`src/rtl/eth_pcs_pkg.sv`:
```
// Shared 64b/66b PCS receive definitions: sync-header codes, block-lock states
// and the header validity check used by the lock controller and eth_rx_interface.
package eth_pcs_pkg;

  localparam logic [1:0] SH_DATA = 2'b01;
  localparam logic [1:0] SH_CTRL = 2'b10;

  typedef enum logic [1:0] {
    RESET_CNT,
    TEST_SH,
    SLIP_WAIT
  } lock_state_e;

  function automatic logic is_valid_sh(input logic [1:0] sh);
    return (sh == SH_DATA) || (sh == SH_CTRL);
  endfunction

endpackage

```
`src/rtl/eth_ber_monitor.sv`:
```
// Sync-header error-rate monitor: counts invalid headers per fixed window of
// clock cycles while block lock is held and flags a high error rate.
module eth_ber_monitor #(
  parameter int BER_WINDOW_CYCLES = 20000,
  parameter int BER_LIMIT         = 16
) (
  input  logic i_clk,
  input  logic i_rst_n,
  input  logic enable,
  input  logic invalid_sample,
  output logic hi_ber
);

  localparam int WIN_W = $clog2(BER_WINDOW_CYCLES + 1);
  localparam int BER_W = $clog2(BER_LIMIT + 1);
  localparam logic [WIN_W-1:0] WIN_LAST = WIN_W'(BER_WINDOW_CYCLES - 1);
  localparam logic [BER_W-1:0] BER_MAX  = BER_W'(BER_LIMIT);

  logic [WIN_W-1:0] win_cnt;
  logic [BER_W-1:0] ber_cnt;
  logic [BER_W-1:0] ber_next;
  logic             hi_ber_q;

  // The error on the window's final cycle still counts toward that window.
  always_comb begin
    ber_next = ber_cnt;
    if (invalid_sample && (ber_cnt != BER_MAX)) ber_next = ber_cnt + 1'b1;
  end

  always_ff @(posedge i_clk or negedge i_rst_n) begin
    if (!i_rst_n) begin
      win_cnt  <= '0;
      ber_cnt  <= '0;
      hi_ber_q <= 1'b0;
    end else if (!enable) begin
      win_cnt  <= '0;
      ber_cnt  <= '0;
      hi_ber_q <= 1'b0;
    end else if (win_cnt == WIN_LAST) begin
      win_cnt  <= '0;
      ber_cnt  <= '0;
      hi_ber_q <= (ber_next >= BER_MAX);
    end else begin
      win_cnt <= win_cnt + 1'b1;
      ber_cnt <= ber_next;
    end
  end

  // Masked by lock so the flag drops in the same cycle lock is lost.
  assign hi_ber = hi_ber_q & enable;

endmodule

```
`src/rtl/eth_rx_block_lock.sv`:
```
// 64b/66b block-lock controller: slips the gearbox until sync headers align,
// holds lock against a bounded invalid-header count and gates data valid.
module eth_rx_block_lock
  import eth_pcs_pkg::*;
#(
  parameter int SH_CNT_LOCK       = 64,
  parameter int SH_INVALID_MAX    = 16,
  parameter int SLIP_WAIT_CYCLES  = 32,
  parameter int BER_WINDOW_CYCLES = 20000,
  parameter int BER_LIMIT         = 16
) (
  input  logic        i_clk,
  input  logic        i_rst_n,
  input  logic [1:0]  i_header,
  input  logic        i_header_valid,
  input  logic        i_data_valid,
  input  logic        i_clear_counters,
  output logic        o_slip,
  output logic        o_block_lock,
  output logic        o_hi_ber,
  output logic        o_rx_data_valid,
  output logic [15:0] o_slip_count
);

  localparam int SH_W   = $clog2(SH_CNT_LOCK + 1);
  localparam int INV_W  = $clog2(SH_INVALID_MAX + 1);
  localparam int WAIT_W = $clog2(SLIP_WAIT_CYCLES + 1);
  localparam logic [SH_W-1:0]   SH_LAST   = SH_W'(SH_CNT_LOCK);
  localparam logic [INV_W-1:0]  INV_LAST  = INV_W'(SH_INVALID_MAX);
  localparam logic [WAIT_W-1:0] WAIT_LAST = WAIT_W'(SLIP_WAIT_CYCLES - 1);

  lock_state_e       state, state_next;
  logic [SH_W-1:0]   sh_cnt, sh_cnt_next;
  logic [INV_W-1:0]  sh_invalid_cnt, sh_invalid_cnt_next;
  logic [WAIT_W-1:0] wait_cnt, wait_cnt_next;
  logic              lock_next;
  logic              slip_next;
  logic [15:0]       slip_count_next;
  logic              sample;
  logic              sample_invalid;

  assign sample         = i_data_valid & i_header_valid;
  assign sample_invalid = sample & ~is_valid_sh(i_header);

  always_comb begin
    state_next          = state;
    sh_cnt_next         = sh_cnt;
    sh_invalid_cnt_next = sh_invalid_cnt;
    wait_cnt_next       = wait_cnt;
    lock_next           = o_block_lock;
    slip_next           = 1'b0;
    case (state)
      RESET_CNT: begin
        sh_cnt_next         = '0;
        sh_invalid_cnt_next = '0;
        wait_cnt_next       = '0;
        state_next          = TEST_SH;
      end
      TEST_SH: begin
        if (sample) begin
          sh_cnt_next = sh_cnt + 1'b1;
          if (sample_invalid) sh_invalid_cnt_next = sh_invalid_cnt + 1'b1;
          // Slip/unlock is checked first so it beats a completing window.
          if (!o_block_lock && sample_invalid) begin
            slip_next     = 1'b1;
            wait_cnt_next = '0;
            state_next    = SLIP_WAIT;
          end else if (o_block_lock && (sh_invalid_cnt_next == INV_LAST)) begin
            lock_next     = 1'b0;
            slip_next     = 1'b1;
            wait_cnt_next = '0;
            state_next    = SLIP_WAIT;
          end else if (sh_cnt_next == SH_LAST) begin
            lock_next  = 1'b1;
            state_next = RESET_CNT;
          end
        end
      end
      SLIP_WAIT: begin
        if (wait_cnt == WAIT_LAST) begin
          wait_cnt_next = '0;
          state_next    = RESET_CNT;
        end else begin
          wait_cnt_next = wait_cnt + 1'b1;
        end
      end
      default: state_next = RESET_CNT;
    endcase
  end

  always_comb begin
    slip_count_next = o_slip_count;
    if (i_clear_counters)                        slip_count_next = '0;
    else if (slip_next && (o_slip_count != 16'hFFFF)) slip_count_next = o_slip_count + 16'd1;
  end

  always_ff @(posedge i_clk or negedge i_rst_n) begin
    if (!i_rst_n) begin
      state          <= RESET_CNT;
      sh_cnt         <= '0;
      sh_invalid_cnt <= '0;
      wait_cnt       <= '0;
      o_block_lock   <= 1'b0;
      o_slip         <= 1'b0;
      o_slip_count   <= '0;
    end else begin
      state          <= state_next;
      sh_cnt         <= sh_cnt_next;
      sh_invalid_cnt <= sh_invalid_cnt_next;
      wait_cnt       <= wait_cnt_next;
      o_block_lock   <= lock_next;
      o_slip         <= slip_next;
      o_slip_count   <= slip_count_next;
    end
  end

  // Combinational so the strobe stays aligned with the data beat.
  assign o_rx_data_valid = i_data_valid & o_block_lock;

  eth_ber_monitor #(
    .BER_WINDOW_CYCLES (BER_WINDOW_CYCLES),
    .BER_LIMIT         (BER_LIMIT)
  ) u_ber_monitor (
    .i_clk          (i_clk),
    .i_rst_n        (i_rst_n),
    .enable         (o_block_lock),
    .invalid_sample (sample_invalid),
    .hi_ber         (o_hi_ber)
  );

endmodule
```
`config.mk`:
```
export PLATFORM = sky130hd
export DESIGN_NAME = eth_rx_block_lock
export DESIGN_NICKNAME = d
export VERILOG_FILES = /design/src/rtl/eth_pcs_pkg.sv /design/src/rtl/eth_ber_monitor.sv /design/src/rtl/eth_rx_block_lock.sv
export SDC_FILE = /design/constraint.sdc
export NUM_CORES = 1
export LEC_CHECK = 0
export ABC_AREA = 1
export CORE_ASPECT_RATIO = 1.5
export CORE_MARGIN = 2
export CORE_UTILIZATION = 55
export DETAILED_ROUTE_END_ITERATION = 16
export PLACE_DENSITY = 0.73
export SLEW_MARGIN = 5
export SYNTH_ARGS = -nofsm -noshare
export SYNTH_HDL_FRONTEND = slang
export SYNTH_HIERARCHICAL = 1
export SYNTH_SLANG_ARGS = --single-unit
```
`constraint.sdc`:
```
create_clock -name i_clk -period 3 [get_ports i_clk]
set_clock_uncertainty 0.2 [all_clocks]
set_input_delay 0.3 -clock i_clk [delete_from_list [all_inputs] [get_ports i_clk]]
set_output_delay 0.3 -clock i_clk [all_outputs]
set_load 0.005 [all_outputs]
```
Word-level counts from Yosys, hierarchy flattened. Index checks and enable logic that the tools add are counted.

Flip-flop bits (word level): 59. Output and inout bits: 20.

Add/subtract/negate cells: 6. Order comparisons: 1. Eq/ne operators: 15. Mux-type cells: 33. Bitwise operators: 6. Reductions and logical operators: 15.

Operators with widths (number): $mux W5 (7); $mux W16 (2); $mux W15 (2); $mux W6 (4); $pmux W6 S3 (1); $add A16 B1 Y16 const B (1); $ne A16 B16 Y1 const B (1); $add A15 B1 Y15 const B (1); $eq A15 B15 Y1 const B (1); $pmux W7 S2 (1); $add A5 B1 Y5 const B (2); $mux W2 (5); $pmux W5 S2 (1); $mux W1 (8); $add A7 B1 Y7 const B (1); $eq A7 B7 Y1 const B (1); $mux W7 (1); $add A6 B1 Y6 const B (1); $eq A6 B5 Y1 const B (1); $pmux W2 S3 (1); $reduce_and A3 Y1 (2); $reduce_bool A2 Y1 (3); $eq A5 B5 Y1 const B (1); $ge A5 B5 Y1 const B (1); other kinds (16) (26).

Longest topological paths before layout.
Depth after elaboration: 16. Mapped depth: 14. Gate-level depth less buffers: 13.

Modules after synthesis. Netlist, hierarchy kept.

Modules (own cells, without submodules): eth_rx_block_lock (times used 1, cells each 317, area each 2329.7 um^2, seq. area each 950.9 um^2); eth_ber_monitor (times used 1, cells each 151, area each 1163.6 um^2, seq. area each 525.5 um^2).

Worst setup path after synthesis. No wires, ideal clock.

Path kind: reg-to-reg. Start point: register o_slip_count[0]. End point: register o_slip_count[6]. Setup time: 0.117 ns. Data arrival time: 1.678 ns. Required time: 2.683 ns. Slack: 1.005 ns. Stages on the path, launching flop included: 13. Path buffers: 1. Period minus slack after synthesis: 1.995 ns. Path through: dfrtp_1 -> ha_1 -> nand3_2 -> nor3_4 -> and2_4 -> inv_2 -> nor2_4 -> nand2_2 -> nand3_4 -> nand2_4 -> buf_6 -> nand2_1 -> nand2_1.

Cells in the longest elaborated chain, start to end: 3.

RTL lines: from (decl) (RTL line eth_rx_block_lock.sv:22) `output logic [15:0] o_slip_count`; from (signal assigned) (RTL line eth_rx_block_lock.sv:113) `o_slip_count <= slip_count_next;`; $add A16 B1 Y16 or $ne A16 B16 Y1 (tied branches) (RTL line eth_rx_block_lock.sv:94) `else if (slip_next && (o_slip_count != 16'hFFFF)) slip_count_next = o_slip_count + 16'd1;`; $mux W16 or $logic_and A1 B1 Y1 (tied branches) (RTL line eth_rx_block_lock.sv:94); $mux W16 or $reduce_bool A2 Y1 (tied branches).

Several ways; a longest one is shown, not always the timed one. The select of a mux whose other input is x is not followed. A chain may end at the register's enable or synchronous reset.

Worst setup path after layout.
Start point: register o_slip_count[0]. End point: register o_slip_count[12].

Same word-level chain as after synthesis.

==> flow_summary.toml <==
[status]
status = "completed"

[pwr]
switching_share_pct = 32.0
finalPower_mw = 2.48
p_leak_nw = 2.01
power_frac_comb_pct = 23.6
peakVddDrop_v = 0.000418
clkPwrFrac_pct = 33.4
p_int_mw = 1.68
p_switching_mw = 0.793
pwr-share-seq_pct = 43.1
powerDensity_nw_per_um2 = 607

[final_layout]
final_cells = 583
final_cell_mix = "nand2_1 (126), nor2_1 (62), inv_1 (60), dfrtp_1 (59), nand3_1 (39)"
syn2layout_area_growth_pct = 16.7
n_antenna_cell = 0
layout_commonest_cell = "nand2_1"
nets = 518
drive_gt1_share_pct = 10.0
final_util_pct = 66.5
final_cell_area_um2 = 4080

[detailed_routing]
wl_per_cell_um = 12.5
ant_nets = 0
drt-initial-drc-count = 201
vias = 3014
via_per_inst = 5.17
finalWirelength_mm = 7.26
drc = 0
drt_pass1_iterations = 5

[floorplanning]
die_h_um = 102
rows = 35
die_area_um2 = 7020
core_area_um2 = 6130
initial_utilization_pct = 57.0
ios = 27
fp.dieW_um = 69.1

[sta]
rsz0062_at_grt = "false"
hold_viol = 0
post-route-min-period_ps = 2290
finalCritPeriodShare_pct = 76.2
setup_viol = 0
tightest_slew_ps = 501
drv_slew = 0
fmax_ghz = 0.437
slew_headroom_pct = 66.4
tns_ps = 0

[logic_synthesis]
syn_inst = 468
synth.distinct_cells = 35
synth_seq_area_share_pct = 42.3
synth-seq-cells = 59
synth_area_um2 = 3490
yosysWarningCount = 6
synth_nets = 482
syn_area_per_cell_um2 = 7.46

[place]
placed_cell_area_um2 = 3840
hpwl_mm = 5.21
dp.cells = 566
port_buffers = 26
finalWeightedCongestion = 0.854

[worst_setup_path]
path_delay_family = "simple AND/OR/NAND/NOR gates"
end_kind = "flop"
crit_buf_inv = 1
cpPeakStageDelay_ps = 450
crit_slowest_cell = "dfrtp_1"
arrival_ps = 2310
crit_top_cell = "nand2_1"
r2r_slack_ps = 710
worstPathRequired_ps = 3020
critPathLaunchType = "flop"
cp_cell_sequence = "ha_1 > nand3_2 > nor3_4 > and2_4 > inv_2 > nor2_4 > nand2_2 > nand3_4 > nand2_4 > nand2_1 > nand2_1"
path_class = "reg -> reg"
worstPathMaxFanout = 17

[global_routing]
grt_use_met3_pct = 5.77
met2_usage_pct = 39.6
grt_pass1_wl_mm = 13.0
track_usage_pct = 23.0
met1_usage_pct = 27.5
grt_max_degree = 28
antenna_found_initial = 0
grt_busiest_layer = "met2"
overflow = 0
grt_pass1_vias = 2991

[cts]
cts_sinks = 59
path_clk_slew_ps = 70
clkLatencyLatePin_ps = 340
cts_buffers = 9
clockRootBuffer = "clkbuf_8"
h-tree-depth = 3
tritoncts = "yes"
post_cts_resized = 0
cts_buffer_depth = 2

[flow_run]
maxCapViolations = 0

[hold_path]
hold_class = "in -> async"
==> final timing paths <==
kind                                                     from  depth (start not counted)                                 end
setup / recovery                  o_slip_count[0]$_DFFE_PN0P_                         11        o_slip_count[12]$_DFFE_PN0P_
hold / removal                                        i_rst_n                          2             wait_cnt[0]$_DFFE_PN0P_
setup reg to reg                  o_slip_count[0]$_DFFE_PN0P_                         11        o_slip_count[12]$_DFFE_PN0P_
hold reg to reg            u_ber_monitor/win_cnt[0]$_DFF_PN0_                          1  u_ber_monitor/win_cnt[0]$_DFF_PN0_
max in group asynchronous                             i_rst_n                          3  u_ber_monitor/win_cnt[1]$_DFF_PN0_
min in group i_clk         u_ber_monitor/win_cnt[0]$_DFF_PN0_                          1  u_ber_monitor/win_cnt[0]$_DFF_PN0_
==> cell usage after synthesis, drive strengths merged <==
master | number | area, um2
xor2 | 20 | 175
a21oi | 7 | 35.0
and2 | 2 | 15.0
xnor2 | 6 | 52.6
clkinv | 1 | 3.75
a211oi | 1 | 7.51
nor4 | 1 | 6.26
nand3b | 1 | 7.51
inv | 64 | 243
o21ai | 20 | 100
buf | 2 | 18.8
dfrtp | 59 | 1480
nand4 | 8 | 50.1
nand2 | 134 | 533
nor3b | 1 | 7.51
clkbuf | 5 | 18.8
or2 | 2 | 12.5
o21bai | 1 | 7.51
ha | 7 | 87.6
nor2 | 70 | 308
nand3 | 44 | 253
o22ai | 3 | 18.8
nor3 | 9 | 56.3
==> timing repair <==
action,4_1_cts,5_1_grt
hold endpoints to repair,15,0
setup buffers,0,0
setup endpoints to repair,0,0
hold buffers,1,0
==> state kept, by name, summed over array words and instances (netlist names) <==
| signal | cells |
|---|---|
| o_slip_count | 16 |
| u_ber_monitor/hi_ber_q | 1 |
| u_ber_monitor/ber_cnt | 5 |
| o_block_lock | 1 |
| sh_cnt | 7 |
| state | 2 |
| wait_cnt | 6 |
| u_ber_monitor/win_cnt | 15 |
| o_slip | 1 |
| sh_invalid_cnt | 5 |
==> worst register-to-register path, delay by kind of cell (launching register included) <==
family / cells / cell delay [ps]
AND/OR/NAND/NOR: 9 / 1260
flip-flops: 1 / 450
adder cells (fa/ha/maj): 1 / 240
buffers and inverters: 1 / 40
==> cells by family after synthesis <==
logic type               synth area share, %
XOR/XNOR                                6.52
buffers and inverters                   8.13
AND/OR/NAND/NOR                         35.7
adder cells (fa/ha/maj)                 2.51
flip-flops                              42.3
AO/OA/AOI/OAI                           4.84
==> area by class of cell <==
| cell class | instances | area, um2 |
|---|---|---|
| Clock inverter | 5 | 75.1 |
| Tap cell | 74 | 92.6 |
| Multi-Input combinational cell | 337 | 1730 |
| Fill cell | 524 | 2050 |
| Clock buffer | 11 | 151 |
| Inverter | 65 | 246 |
| Sequential cell | 59 | 1480 |
| Timing Repair Buffer | 32 | 303 |
==> stage by stage <==
| stage | setup slack [ps] | hold WS, ps |
|---|---|---|
| after floorplan | 1000 | -196 |
| after global placement | 530 | 37.3 |
| after detailed placement | 470 | 45.8 |
| after CTS | 700 | 209 |
| after global routing | 482 | 241 |
| final | 714 | 219 |
==> metal layers <==
| layer | vias up | share of wire (%) |
|---|---|---|
| li1 | 1535 | - |
| met1 | 1417 | 43 |
| met2 | 58 | 52 |
| met3 | 4 | 4.0 |
| met4 | 0 | 1.0 |
| met5 | - | 0 |
==> power groups by stage <==
stage          Clock (mW)  Combinational (mW)  Sequential, mW
4_1_cts             0.847               0.597            1.07
3_5_place_dp            0               0.589            1.08
5_1_grt             0.886               0.678            1.09
3_3_place_gp            0               0.563            1.07
2_1_floorplan           0               0.433            1.05
6_report            0.826               0.584            1.07
(Power assumes the default switching activity.)
